<file path="config.mk">
export PLATFORM = sky130hd
export DESIGN_NAME = psr_status_sequencer_flat
export DESIGN_NICKNAME = d
export VERILOG_FILES = /design/src/rtl/psr_status_sequencer_if.sv /design/src/rtl/psr_status_sequencer.sv /design/src/flat_wrapper.sv
export SDC_FILE = /design/constraint.sdc
export NUM_CORES = 1
export LEC_CHECK = 0
export CAP_MARGIN = 10
export CORE_AREA = 3 3 52 54
export DETAILED_ROUTE_END_ITERATION = 8
export DIE_AREA = 0 0 55 57
export PLACE_DENSITY = 0.71
export REMOVE_ABC_BUFFERS = 1
export SETUP_SLACK_MARGIN = 0.4
export SLEW_MARGIN = 30
export SYNTH_ARGS = -nofsm -noshare
export SYNTH_HDL_FRONTEND = slang
export SYNTH_SLANG_ARGS = --single-unit
</file>
<file path="constraint.sdc">
create_clock -name clk -period 2.2 [get_ports clk]
set_clock_uncertainty 0.1 [all_clocks]
set_input_delay 0.44 -clock clk [delete_from_list [all_inputs] [get_ports clk]]
set_output_delay 0.44 -clock clk [all_outputs]
set_load 0.05 [all_outputs]
</file>
<file path="src/rtl/psr_status_sequencer_if.sv">
// Handshake and status-word bundle between the status sequencer and its
// dispatch stage, execution paths, result consumer and status register.
interface psr_status_sequencer_if #(
  parameter int unsigned status_width = 5
);
  logic                    issue_valid;
  logic                    issue_dual;
  logic                    issue_ready;
  logic [1:0]              path_start;
  logic [1:0]              done;
  logic                    retire_ack;
  logic [status_width-1:0] newstatus;
  logic [status_width-1:0] status;
  logic                    timeout;
  logic                    status_err;

  modport master (
    output issue_valid, issue_dual, done, retire_ack, status,
    input  issue_ready, path_start, newstatus, timeout, status_err
  );

  modport slave (
    input  issue_valid, issue_dual, done, retire_ack, status,
    output issue_ready, path_start, newstatus, timeout, status_err
  );
endinterface

</file>
<file path="src/rtl/psr_status_sequencer.sv">
// Processor status register writer: runs issue/execute/retire for two paths,
// publishes {data_ready, state, busy} and checks the register readback.
module psr_status_sequencer #(
  parameter int unsigned status_width   = 5,
  parameter int unsigned TIMEOUT_CYCLES = 255,
  parameter int unsigned CHECK_EN       = 1
) (
  input  logic                  clk,
  input  logic                  preset,
  psr_status_sequencer_if.slave bus
);

  typedef enum logic [1:0] {
    IDLE   = 2'b00,
    ISSUE  = 2'b01,
    WAIT   = 2'b10,
    RETIRE = 2'b11
  } state_t;

  localparam logic [7:0] last_count = 8'(TIMEOUT_CYCLES - 1);

  state_t     state;
  logic [1:0] busy;
  logic [7:0] count;
  logic [1:0] start_q;
  logic       timeout_q;
  logic [1:0] busy_left;

  assign busy_left = busy & ~bus.done;

  always_ff @(posedge clk or negedge preset) begin
    if (!preset) begin
      state     <= IDLE;
      busy      <= '0;
      count     <= '0;
      start_q   <= '0;
      timeout_q <= 1'b0;
    end else begin
      start_q <= '0;
      case (state)
        IDLE: begin
          if (bus.issue_valid) begin
            busy      <= {bus.issue_dual, 1'b1};
            start_q   <= {bus.issue_dual, 1'b1};
            timeout_q <= 1'b0;
            state     <= ISSUE;
          end
        end
        ISSUE: begin
          busy  <= busy_left;
          count <= '0;
          state <= WAIT;
        end
        WAIT: begin
          // Completion is tested before the threshold so a late done wins.
          if (busy_left == '0) begin
            busy  <= '0;
            state <= RETIRE;
          end else if (count == last_count) begin
            busy      <= '0;
            timeout_q <= 1'b1;
            state     <= RETIRE;
          end else begin
            busy  <= busy_left;
            count <= count + 8'd1;
          end
        end
        RETIRE: begin
          if (bus.retire_ack) state <= IDLE;
        end
        default: state <= IDLE;
      endcase
    end
  end

  assign bus.issue_ready = (state == IDLE);
  assign bus.path_start  = start_q;
  assign bus.timeout     = timeout_q;
  assign bus.newstatus   = {state == RETIRE, state, busy};

  generate
    if (CHECK_EN != 0) begin : g_check
      logic [status_width-1:0] exp_q;
      logic                    armed;
      logic                    err_q;

      // The register echoes newstatus one cycle late, so compare against
      // last cycle's word, starting once a full cycle has been written.
      always_ff @(posedge clk or negedge preset) begin
        if (!preset) begin
          exp_q <= '0;
          armed <= 1'b0;
          err_q <= 1'b0;
        end else begin
          exp_q <= bus.newstatus;
          armed <= 1'b1;
          if (armed && (bus.status != exp_q)) err_q <= 1'b1;
        end
      end

      assign bus.status_err = err_q;
    end else begin : g_nocheck
      assign bus.status_err = 1'b0;
    end
  endgenerate

endmodule

</file>
<file path="src/flat_wrapper.sv">
// flat-port wrapper written by rule: the top's interface ports become plain ports
module psr_status_sequencer_flat 
#(
  parameter int unsigned status_width   = 5,
  parameter int unsigned TIMEOUT_CYCLES = 255,
  parameter int unsigned CHECK_EN       = 1
)
  (clk, preset, bus_issue_valid, bus_issue_dual, bus_done, bus_retire_ack, bus_status, bus_issue_ready, bus_path_start, bus_newstatus, bus_timeout, bus_status_err);
  psr_status_sequencer_if #(.status_width(status_width)) bus_i ();
  input  logic clk;
  input  logic preset;
  input wire logic [$bits(bus_i.issue_valid)-1:0] bus_issue_valid;
  input wire logic [$bits(bus_i.issue_dual)-1:0] bus_issue_dual;
  input wire logic [$bits(bus_i.done)-1:0] bus_done;
  input wire logic [$bits(bus_i.retire_ack)-1:0] bus_retire_ack;
  input wire logic [$bits(bus_i.status)-1:0] bus_status;
  output wire logic [$bits(bus_i.issue_ready)-1:0] bus_issue_ready;
  output wire logic [$bits(bus_i.path_start)-1:0] bus_path_start;
  output wire logic [$bits(bus_i.newstatus)-1:0] bus_newstatus;
  output wire logic [$bits(bus_i.timeout)-1:0] bus_timeout;
  output wire logic [$bits(bus_i.status_err)-1:0] bus_status_err;
  assign bus_i.issue_valid = bus_issue_valid;
  assign bus_i.issue_dual = bus_issue_dual;
  assign bus_i.done = bus_done;
  assign bus_i.retire_ack = bus_retire_ack;
  assign bus_i.status = bus_status;
  assign bus_issue_ready = bus_i.issue_ready;
  assign bus_path_start = bus_i.path_start;
  assign bus_newstatus = bus_i.newstatus;
  assign bus_timeout = bus_i.timeout;
  assign bus_status_err = bus_i.status_err;
  psr_status_sequencer #(.status_width(status_width), .TIMEOUT_CYCLES(TIMEOUT_CYCLES), .CHECK_EN(CHECK_EN)) u_core (.clk(clk), .preset(preset), .bus(bus_i));
endmodule
</file>
Word level (Yosys, flattened, before mapping)
Index checks and enable logic that the tools add are counted.
- register bits: 22
- input port bits: 12
- output and inout port bits: 10
- word-level logic and storage cells: 50
- add/subtract/negate cells: 1
- equality and inequality tests: 11
- muxes and demuxes: 18
- bitwise logic cells: 2
- reduce and logical (&&, ||, !) cells: 10
- operators by type and width (operator ; count):
    $mux W2 ; 9
    $mux W8 ; 2
    $pmux W8 S2 ; 1
    $add A8 B1 Y8 const B ; 1
    $eq A8 B8 Y1 const B ; 1
    $ne A2 B2 Y1 const B ; 4
    $pmux W2 S4 ; 1
    $pmux W2 S3 ; 1
    $reduce_and A3 Y1 ; 2
    $ne A5 B5 Y1 ; 1
    $eq A2 B2 Y1 const B ; 2
    $logic_not A2 Y1 ; 2
    $reduce_and A4 Y1 ; 1
    $reduce_bool A2 Y1 ; 2
    $mux W1 ; 3
    $ne A3 B1 Y1 const B ; 1
    $reduce_bool A3 Y1 ; 1
    $and A2 B2 Y2 ; 1
    $eq A2 B1 Y1 const B ; 1
    $ne A2 B1 Y1 const B ; 1
    $not A2 Y2 ; 1
    $pmux W1 S2 ; 1
    $reduce_and A2 Y1 ; 1
    $logic_and A1 B1 Y1 ; 1

Depth between registers and ports, before layout
Gate-level depths: netlist of the first run.
- depth after elaboration: 5
- mapped depth: 7
- depth with buffers taken out: 6

Least setup slack after synthesis of the first run
OpenSTA, ideal clock, no wires.
- path kind: register to register
- start point: reg u_core.state[0]
- end point: reg u_core.busy[1]
- setup time: 0.129 ns
- arrival: 2.035 ns
- data required time: 1.971 ns
- setup slack: -0.064 ns
- stages on the path, launching flop included: 7
- path buffers: 0
- clock period less this slack: 2.264 ns
- path through: dfrtp_1 > inv_1 > ha_1 > nor2b_1 > or2_2 > a22oi_1 > o31ai_1
- word-level cells in the longest chain between the ends: 3
- elaborated cells between the ends (all ways): 7
- classes of those cells: eq/ne (3); mux (1); reduce/logical (3)
- RTL lines (element ; line ; source):
    from (decl) ; psr_status_sequencer.sv:22 ; state_t state;
    from (signal assigned) ; psr_status_sequencer.sv:33 ; state <= IDLE;
    from (signal assigned) ; psr_status_sequencer.sv:46 ; state <= ISSUE;
    from (signal assigned) ; psr_status_sequencer.sv:52 ; state <= WAIT;
    $logic_not A2 Y1 * ; n/a ;
    via bus_issue_ready ; flat_wrapper.sv:17 ; output wire logic [$bits(bus_i.issue_ready)-1:0] bus_issue_ready;
    $ne A2 B2 Y1 (no line) / $reduce_bool A3 Y1 (equally long branches) ; n/a ;
    $reduce_and A2 Y1 (no line) ; n/a ;
    to (signal assigned) ; psr_status_sequencer.sv:43 ; busy <= {bus.issue_dual, 1'b1};
    to (signal assigned) ; psr_status_sequencer.sv:50 ; busy <= busy_left;
    to (signal assigned) ; psr_status_sequencer.sv:64 ; busy <= busy_left;
    to (decl) ; psr_status_sequencer.sv:23 ; logic [1:0] busy;
Mark *: on every way through the listed nets, which the timed path passes. The rest lies on a longest branch.
A chain may end at the register's enable or synchronous reset.

Worst setup path in the final report of the first run
- start point: reg u_core.state[1]
- end point: out bus_newstatus[4]
- word-level cells in the longest chain between the ends: 1
- RTL lines (element ; line ; source):
    $eq A2 B2 Y1 ; psr_status_sequencer.sv:79 ; assign bus.newstatus = {state == RETIRE, state, busy};
    to (decl) ; flat_wrapper.sv:19 ; output wire logic [$bits(bus_i.newstatus)-1:0] bus_newstatus;
Every way passes these cells.

==> reports/summary.md, run 1 <==
The worst-case hold slack was 0.344 ns. The detail route stage leaves a number of antenna-violating nets equal to 0. In the final layout, the share of cells above drive strength 1 is 23.8%. The pin count of the biggest net entering global routing was 23.

Derived from the worst setup path, the maximum achievable clock frequency is 0.570 GHz. Total power density per cell area: 1250 nW/um2. In the finished design, the share of the clock period the worst path needs comes to 79.7%. For the total number of clock tree sinks, the log shows 22. The logs give 849 for the via count of the first global-routing pass and 0 for the number of warnings reported in the yosys synthesis log.

The shortest clock period the worst path allows after layout was 1.75 ns; the proportion of synthesized area in mux cells was 5.29%. At the end of routability-driven placement, the weighted congestion stood at 0.809. The die covers 3140 um2. The count of H-tree levels built during CTS is 1, and the detailed router's first-iteration violation count is 14.

For the placed cell area, the log shows 1400 um2. The clock passes through at most 2 buffers. The path type of the worst setup path was reg -> out. The register clock-pin slew on the reported worst setup and hold paths works out to 0.13 ns.

The logs give 22 for the number of top-level design ports and 0 for the number of design rule violations left after detail routing. The run gives 66.2% as the headroom to the max-slew limit. Yosys attributes the largest share of cell area to sky130_fd_sc_hd__dfrtp_1 48%, sky130_fd_sc_hd__ha_1 7.7%, sky130_fd_sc_hd__mux2i_1 5.3%. Summed over all nets, wire length on met3 after detailed routing comes to 98 um.

TritonCTS created 3 clock buffers. Setup repair after global routing left no endpoint under its margin. Detailed routing placed a total of 1090 um of wire on met2. Startpoint type of the worst setup path: a flip-flop. The mean instance size in the synthesized netlist is 11.1 um2, and the post-detailed-routing wire length is 2270 um.

During placement, the flow inserted port buffers numbering 21. Height of the chip: 57 um. Setup violations remaining at the end of the flow were counted as 0.

The detailed router put a total of 1070 um of wire on met1. Of the post-synthesis cell area, the dominant cell type holds 48.5%. The run gives 50.4% as the initial cell density of the core. The core utilization of the finished layout was 64.7%; the number of antenna violations at the first check in global routing was 0. TritonCTS built the clock tree.

The run gives 1.83 mW as the total power. The core region is 2250 um2. For this run, the total global-route usage over all layers was measured as 16.1%. Signal routing reaches up to met4.

The number of hold violations in the final report was 0. The run gives 4 as the first-pass iteration count of the detailed router. Library cell with the largest summed area after synthesis: sky130_fd_sc_hd__dfrtp_1.

The number of maximum-capacitance violations was 0; the detail-routed via count per cell was 5.45. After synthesis the cells add up to 1140 um2. The filler cells instantiated in the layout total 207.

CTS placed an instance of sky130_fd_sc_hd__clkbuf_4 at the clock tree root. Of the total synthesized cell area, the portion taken by full adders, half adders and majority gates is 7.71%. After synthesis, the largest family of logic cells by area is simple AND/OR/NAND/NOR gates.

The classification of the worst-slack hold path was reg -> reg. For the proportion of synthesized chip area in sequential cells, the log shows 48.5%. The tools report the nature of the critical path endpoint as an output pin. The commonest non-fill, non-tap cell in the layout was sky130_fd_sc_hd__dfrtp_1.

In the layout the commonest cells are 20 x sky130_fd_sc_hd__dfrtp_1, 11 x sky130_fd_sc_hd__clkdlybuf4s50_1, 8 x sky130_fd_sc_hd__nand2_1, 7 x sky130_fd_sc_hd__a21oi_1, 6 x sky130_fd_sc_hd__mux2i_1. The later pin in the worst-skew pair is clocked with a latency of 0.31 ns. Wire length of the first global-routing pass: 3770 um. The run finished with clean final reports. Data on the critical path is required at its endpoint by 1.66 ns.

The slew at the pin closest to its max-slew limit is 0.509 ns, and the post-layout net count is 150. For this design the static power due to leakage is 0.670 nW. The final number of max-transition violations is 0. The initialized floorplan defines 17 standard-cell rows. The number of instances in the synthesized netlist is 102.

The xor-xnor portion of the synthesized cell area is 3.85%, and the total global routing overflow is 0. Dividing the detail-routed wire length by the instance count gives 14.4 um. The logs give 1.21 ns for the data arrival time of the worst path and 36 for the number of different library cells in the post-synthesis netlist. The synthesized netlist devotes 12.8% of its cell area to compound gates. Summed over all nets, the half-perimeter wirelength after detailed placement is 1750 um.

The finished cells cover 1460 um2. The repair_antennas step left the layout with diodes totalling 0. The worst voltage drop across the vdd grid was 0.000930 V; the basic-gate share of the synthesized area counting and, or, nand and nor cells was 19.8%.

The synthesis-stage register bit count is 22, and the horizontal extent of the die is 55 um. Of all nets on the critical path, the largest fanout is 6. The total via count in the routed design came out at 861. Relative to the synthesized area, the layout overhead comes to 28.4%.
report_power, final:
| group | total (mW) | internal, mW | switching (mW) |
|---|---|---|---|
| Clock | 0.225 | 0.101 | 0.124 |
| Combinational | 0.969 | 0.411 | 0.558 |
| Sequential | 0.634 | 0.521 | 0.114 |
logic make-up after synthesis:
group / Yosys count
simple gates: 36
compound gates: 20
fa+ha+maj: 7
xor+xnor: 5
mux: 6
buf+inv: 5
flops: 22
other cells: 1
area by class of cell:
cell class | count | area [um2] | share of cell area, %
clock buffers | 4 | 36.3 | 2.49
inverters | 4 | 17.5 | 1.20
multi-input cells | 75 | 586 | 40.1
flip-flops and latches | 22 | 553 | 37.9
well taps | 28 | 35.0 | 2.40
repair buffers | 25 | 231 | 15.9
stage by stage:
| stage | setup slack (ns) | TNS (ns) | cells |
|---|---|---|---|
| final | 0.446 | 0 | 158 |
| after global routing | 0.394 | 0 | 158 |
| after CTS | 0.347 | 0 | 157 |
| after detailed placement | 0.222 | 0 | 152 |
| after global placement | 0.248 | 0 | 152 |
| after floorplan | -0.0641 | -0.0727 | 101 |
routing by layer:
layer / GRT usage, % / vias to the layer above
met5: 0 / -
met4: 3.82 / 0
met3: 3.66 / 2
met2: 26.5 / 19
met1: 21.2 / 416
li1: - / 424
state kept, by name, summed over array words and instances, names as in the netlist:
signal	cells
u_core.bus.path_start	2
u_core.bus.status_err	1
u_core.bus.timeout	1
u_core.busy	2
u_core.count	8
u_core.g_check.armed	1
u_core.g_check.exp_q	5
u_core.state	2
Yosys cell counts:
cell,n
sky130_fd_sc_hd__a211oi_2,1
sky130_fd_sc_hd__a21bo_2,1
sky130_fd_sc_hd__a21boi_0,1
sky130_fd_sc_hd__a21o_1,2
sky130_fd_sc_hd__a21o_2,1
sky130_fd_sc_hd__a21oi_1,7
sky130_fd_sc_hd__a22oi_1,1
sky130_fd_sc_hd__a31o_2,1
sky130_fd_sc_hd__and2_1,1
sky130_fd_sc_hd__and3_1,1
sky130_fd_sc_hd__and4_1,1
sky130_fd_sc_hd__and4_4,2
sky130_fd_sc_hd__buf_2,1
sky130_fd_sc_hd__conb_1,1
sky130_fd_sc_hd__dfrtp_1,22
sky130_fd_sc_hd__ha_1,7
sky130_fd_sc_hd__inv_1,4
sky130_fd_sc_hd__mux2i_1,6
sky130_fd_sc_hd__nand2_1,8
sky130_fd_sc_hd__nand2b_1,4
sky130_fd_sc_hd__nand3_1,5
sky130_fd_sc_hd__nand3b_1,1
sky130_fd_sc_hd__nand4_1,1
sky130_fd_sc_hd__nand4_4,1
sky130_fd_sc_hd__nor2b_1,3
sky130_fd_sc_hd__nor3_1,4
sky130_fd_sc_hd__nor3b_1,2
sky130_fd_sc_hd__o21ai_0,1
sky130_fd_sc_hd__o311ai_0,1
sky130_fd_sc_hd__o31ai_1,1
sky130_fd_sc_hd__o32a_1,1
sky130_fd_sc_hd__o41ai_1,1
sky130_fd_sc_hd__or2_2,1
sky130_fd_sc_hd__or3_1,1
sky130_fd_sc_hd__xnor2_1,2
sky130_fd_sc_hd__xor2_1,3
worst paths after layout:
kind	start	to	slack (ns)	cells after the start
worst min register to register	u_core.busy[1]	u_core.g_check.exp_q[1]	0.34	0
max in group asynchronous	preset	u_core.state[0]	1.39	2
worst max-delay path	u_core.state[1]	bus_newstatus[4]	0.45	2
worst min-delay path	u_core.busy[1]	u_core.g_check.exp_q[1]	0.34	0
min in group asynchronous	preset	u_core.bus.status_err	0.37	2
worst max register to register	u_core.state[1]	u_core.count[7]	0.47	6
timing repair:
action,CTS,global route
pin swaps,0,2
setup endpoints to repair,12,14
resized for setup,17,11
gates cloned,0,0
buffers inserted,1,1
hold buffers,0,0
critical path, cell delays in order (launching register included):
cell                      delay (ns)
sky130_fd_sc_hd__dfrtp_2        0.48
sky130_fd_sc_hd__ha_2           0.23
sky130_fd_sc_hd__buf_4          0.20
Power figures use the tool's default switching activity.
==> inputs of run 2 (changes only) <==
- CORE_AREA: 3 3 52 54 -> 3 3 55 57
- DIE_AREA: 0 0 55 57 -> 0 0 58 60
- PLACE_DENSITY: 0.71 -> 0.67
- clock period: 2.2 -> 1.5 ns (I/O delays scaled with it)
==> run 2 against run 1 <==
  * The flow now finishes with violations (negative setup slack)
  * Sequential power is 37% higher
  * Utilization is 22 points higher
  * Final area is 49% higher
  * Power is 130% higher
  * First-iteration DRC count is 50% higher
  * Hold slack worse by 0.12 ns
  * Register-to-register slack worse by 0.64 ns
  * Via count is 24% higher
  * Largest cell class unchanged
  * Largest power group unchanged
==> reports/summary.md, run 2 (synthesis results as in run 1) <==
The final worst-path setup slack came out at -0.192 ns (-0.638 ns). The maximum net fanout on the critical path is 2 (-4), and the placed cell area is 1680 um2 (+20%). The sum of buffers and inverters on the critical path is 4 (+3), and the horizontal extent of the die is 58 um (+5.5%). Depth of the most critical reg-to-reg path: 6 (unchanged). Reg-to-reg startpoint: u_core.state[1]. For the number of maximum-capacitance violations, the log shows 0 (unchanged). The port buffer count was 21 (unchanged); the total power was 4.28 mW (+130%).

Setup repair after global routing could not meet its margin everywhere. The count of H-tree levels built during CTS is 1 (unchanged). Classification of the worst-slack hold path: in -> async. The tools report the startpoint type of the worst setup path as a flip-flop. The pin count of the biggest net entering global routing was 23 (unchanged); the number of flip-flops under the largest register name was 8 (unchanged). For the number of design rule violations left after detail routing, the log shows 0 (unchanged). Leaving out fill and tap cells, the most frequent cells in the layout are 22 x sky130_fd_sc_hd__buf_4, 22 x sky130_fd_sc_hd__dfrtp_1, 21 x sky130_fd_sc_hd__buf_6, 10 x sky130_fd_sc_hd__clkdlybuf4s50_1, 10 x sky130_fd_sc_hd__buf_12. The average routed wire per standard cell is 19.4 um (+35%).

The root buffer cell chosen for the clock tree is sky130_fd_sc_hd__clkbuf_4. Initial cell density of the core: 45.0% (-5.3 points). Among cell families on the critical path, the largest total delay comes from buffers and inverters. The logs give 1115 (+31%) for the via count of the first global-routing pass and 86.4% (+22 points) for the core utilization of the finished layout.

The register clock-pin slew on the reported worst setup and hold paths is 0.14 ns (about the same), and the fraction of final layout cells sized beyond drive strength 1 is 60.6% (+37 points). The run finished, with violations left. The logs give 1071 (+24%) for the total via count in the routed design and 22 (unchanged) for the number of top-level design ports. The die outline area is 3480 um2 (+11%). The logs give 0 (unchanged) for the final number of max-transition violations and 0 (unchanged) for the number of antenna violations at the first check in global routing. Detailed router's first-iteration violation count: 21 (+7). The tools report the first-pass iteration count of the detailed router as 4 (unchanged). The run gives 0 (unchanged) as the total global routing overflow.

The height of the chip came out at 60 um (+5.3%). By startpoint and endpoint, the worst setup path is classified as reg -> out. The largest registers in the layout are u_core.count: 8 flops, u_core.g_check.exp_q: 5 flops. The area of the core is 2520 um2 (+12%).

The top register by number of flip-flops was u_core.count. The overall track demand over capacity in global routing was 21.4% (+5.3 points). In the finished design, the share of the clock period the worst path needs comes to 113%.

Static timing analysis puts the maximum clock frequency at 0.591 GHz. The tools report the total number of clock tree sinks as 22 (unchanged). The run gives -0.17 ns (-0.64 ns) as the reg2reg setup slack. The run gives 0 (unchanged) as the final antenna diode count.

Total power density per cell area: 1970 nW/um2 (+57%). The worst voltage drop across the vdd grid is 0.00210 V (+130%), and the number of hold violations in the final report is 0 (unchanged). The run gives 0.983 nW (+47%) as the static leakage power.

The tools report the HPWL reported at the end of detailed placement as 2040 um (+17%). For the global placement routability congestion, the log shows 0.827 (+2.2%). The checks that failed: negative setup slack. The pre-CTS setup slack is -0.385 ns (-0.606 ns), and the detail-routed via count per cell is 5.36 (-1.7%). The number of setup violations in the final report is 17 (+17). Wire length of the first global-routing pass: 5510 um (+46%). For the summed area of non-filler cells in the final layout, the log shows 2180 um2 (+49%).

The tools report the nature of the critical path endpoint as an output pin. The number of nets with antenna violations after routing was 0 (unchanged); the data arrival time of the worst path was 1.29 ns (+0.08 ns). The tools report the critical path data required time as 1.10 ns (-0.56 ns). TritonCTS built the clock tree.

The most used cell along the critical path is sky130_fd_sc_hd__buf_6. The clock insertion delay at the later pin of the skew report came out at 0.32 ns (about the same). The critical path's largest stage delay works out to 0.41 ns (-0.07 ns).

The run gives 0.222 ns (-0.122 ns) as the worst-case hold slack. The synthesis-to-finish area growth was 91.7%. The cell with the largest stage delay on the worst path was sky130_fd_sc_hd__dfrtp_1.

The post-layout net count was 190 (+27%). The post-detailed-routing wire length is 3870 um (+70%). The tools report the worst flop-to-flop path endpoint as u_core.state[1]. The critical path goes through buf_6, inv_4, ha_4, buf_6, buf_12. The shortest clock period the worst path allows after layout is 1.69 ns. For the total CTS buffers, the log shows 3 (unchanged).

The run gives 2 (unchanged) as the clock tree buffer depth. For the standard-cell row count, the log shows 18 (+1).
-- run 2: how the worst max path moves through the flow --
| stage | depth (start not counted) | from | endpoint | slack [ns] |
|---|---|---|---|---|
| floorplan | 6 | u_core.state[0] | u_core.busy[1] | -0.76 |
| global placement | 5 | bus_done[1] | u_core.count[0] | -0.31 |
| detailed placement | 5 | bus_done[1] | u_core.state[1] | -0.38 |
| CTS | 4 | u_core.state[1] | bus_newstatus[4] | -0.16 |
| global route | 5 | u_core.state[1] | bus_issue_ready | -0.24 |
| finish | 5 | u_core.state[1] | bus_issue_ready | -0.19 |
-- run 2: final cells by class --
type                       instances  area, um2
clock buffer                       4       36.3
tap                               30       37.5
multi-input combinational         75        811
sequential                        22        551
timing repair buffer              65        726
fill                             124        344
inverter                           4       17.5
-- run 2: power breakdown --
group          internal, mW  switching, mW
clock network         0.148          0.194
logic                  1.64           1.43
registers             0.758          0.113
total                  2.55           1.74
-- run 2: metal layers --
layer	global-route usage, %	part of all wire [%]	up-vias
met4	5.63	0.77	0
met5	0	0	-
li1	-	-	502
met3	2.81	4.0	4
met1	26.2	42	531
met2	39.4	53	34
-- run 2: stage by stage --
step | instances | setup TNS, ns
floorplan | 101 | -6.78
global placement | 179 | -2.97
detailed placement | 179 | -3.50
CTS | 191 | -1.13
global route | 200 | -2.66
finish | 200 | -1.54
-- run 2: what timing repair did --
| action | CTS | global route |
|---|---|---|
| endpoints found under the setup margin | 27 | 26 |
| pin swaps | 8 | 14 |
| hold buffers | 0 | 0 |
| setup buffers | 8 | 9 |
| gates resized for setup | 44 | 36 |
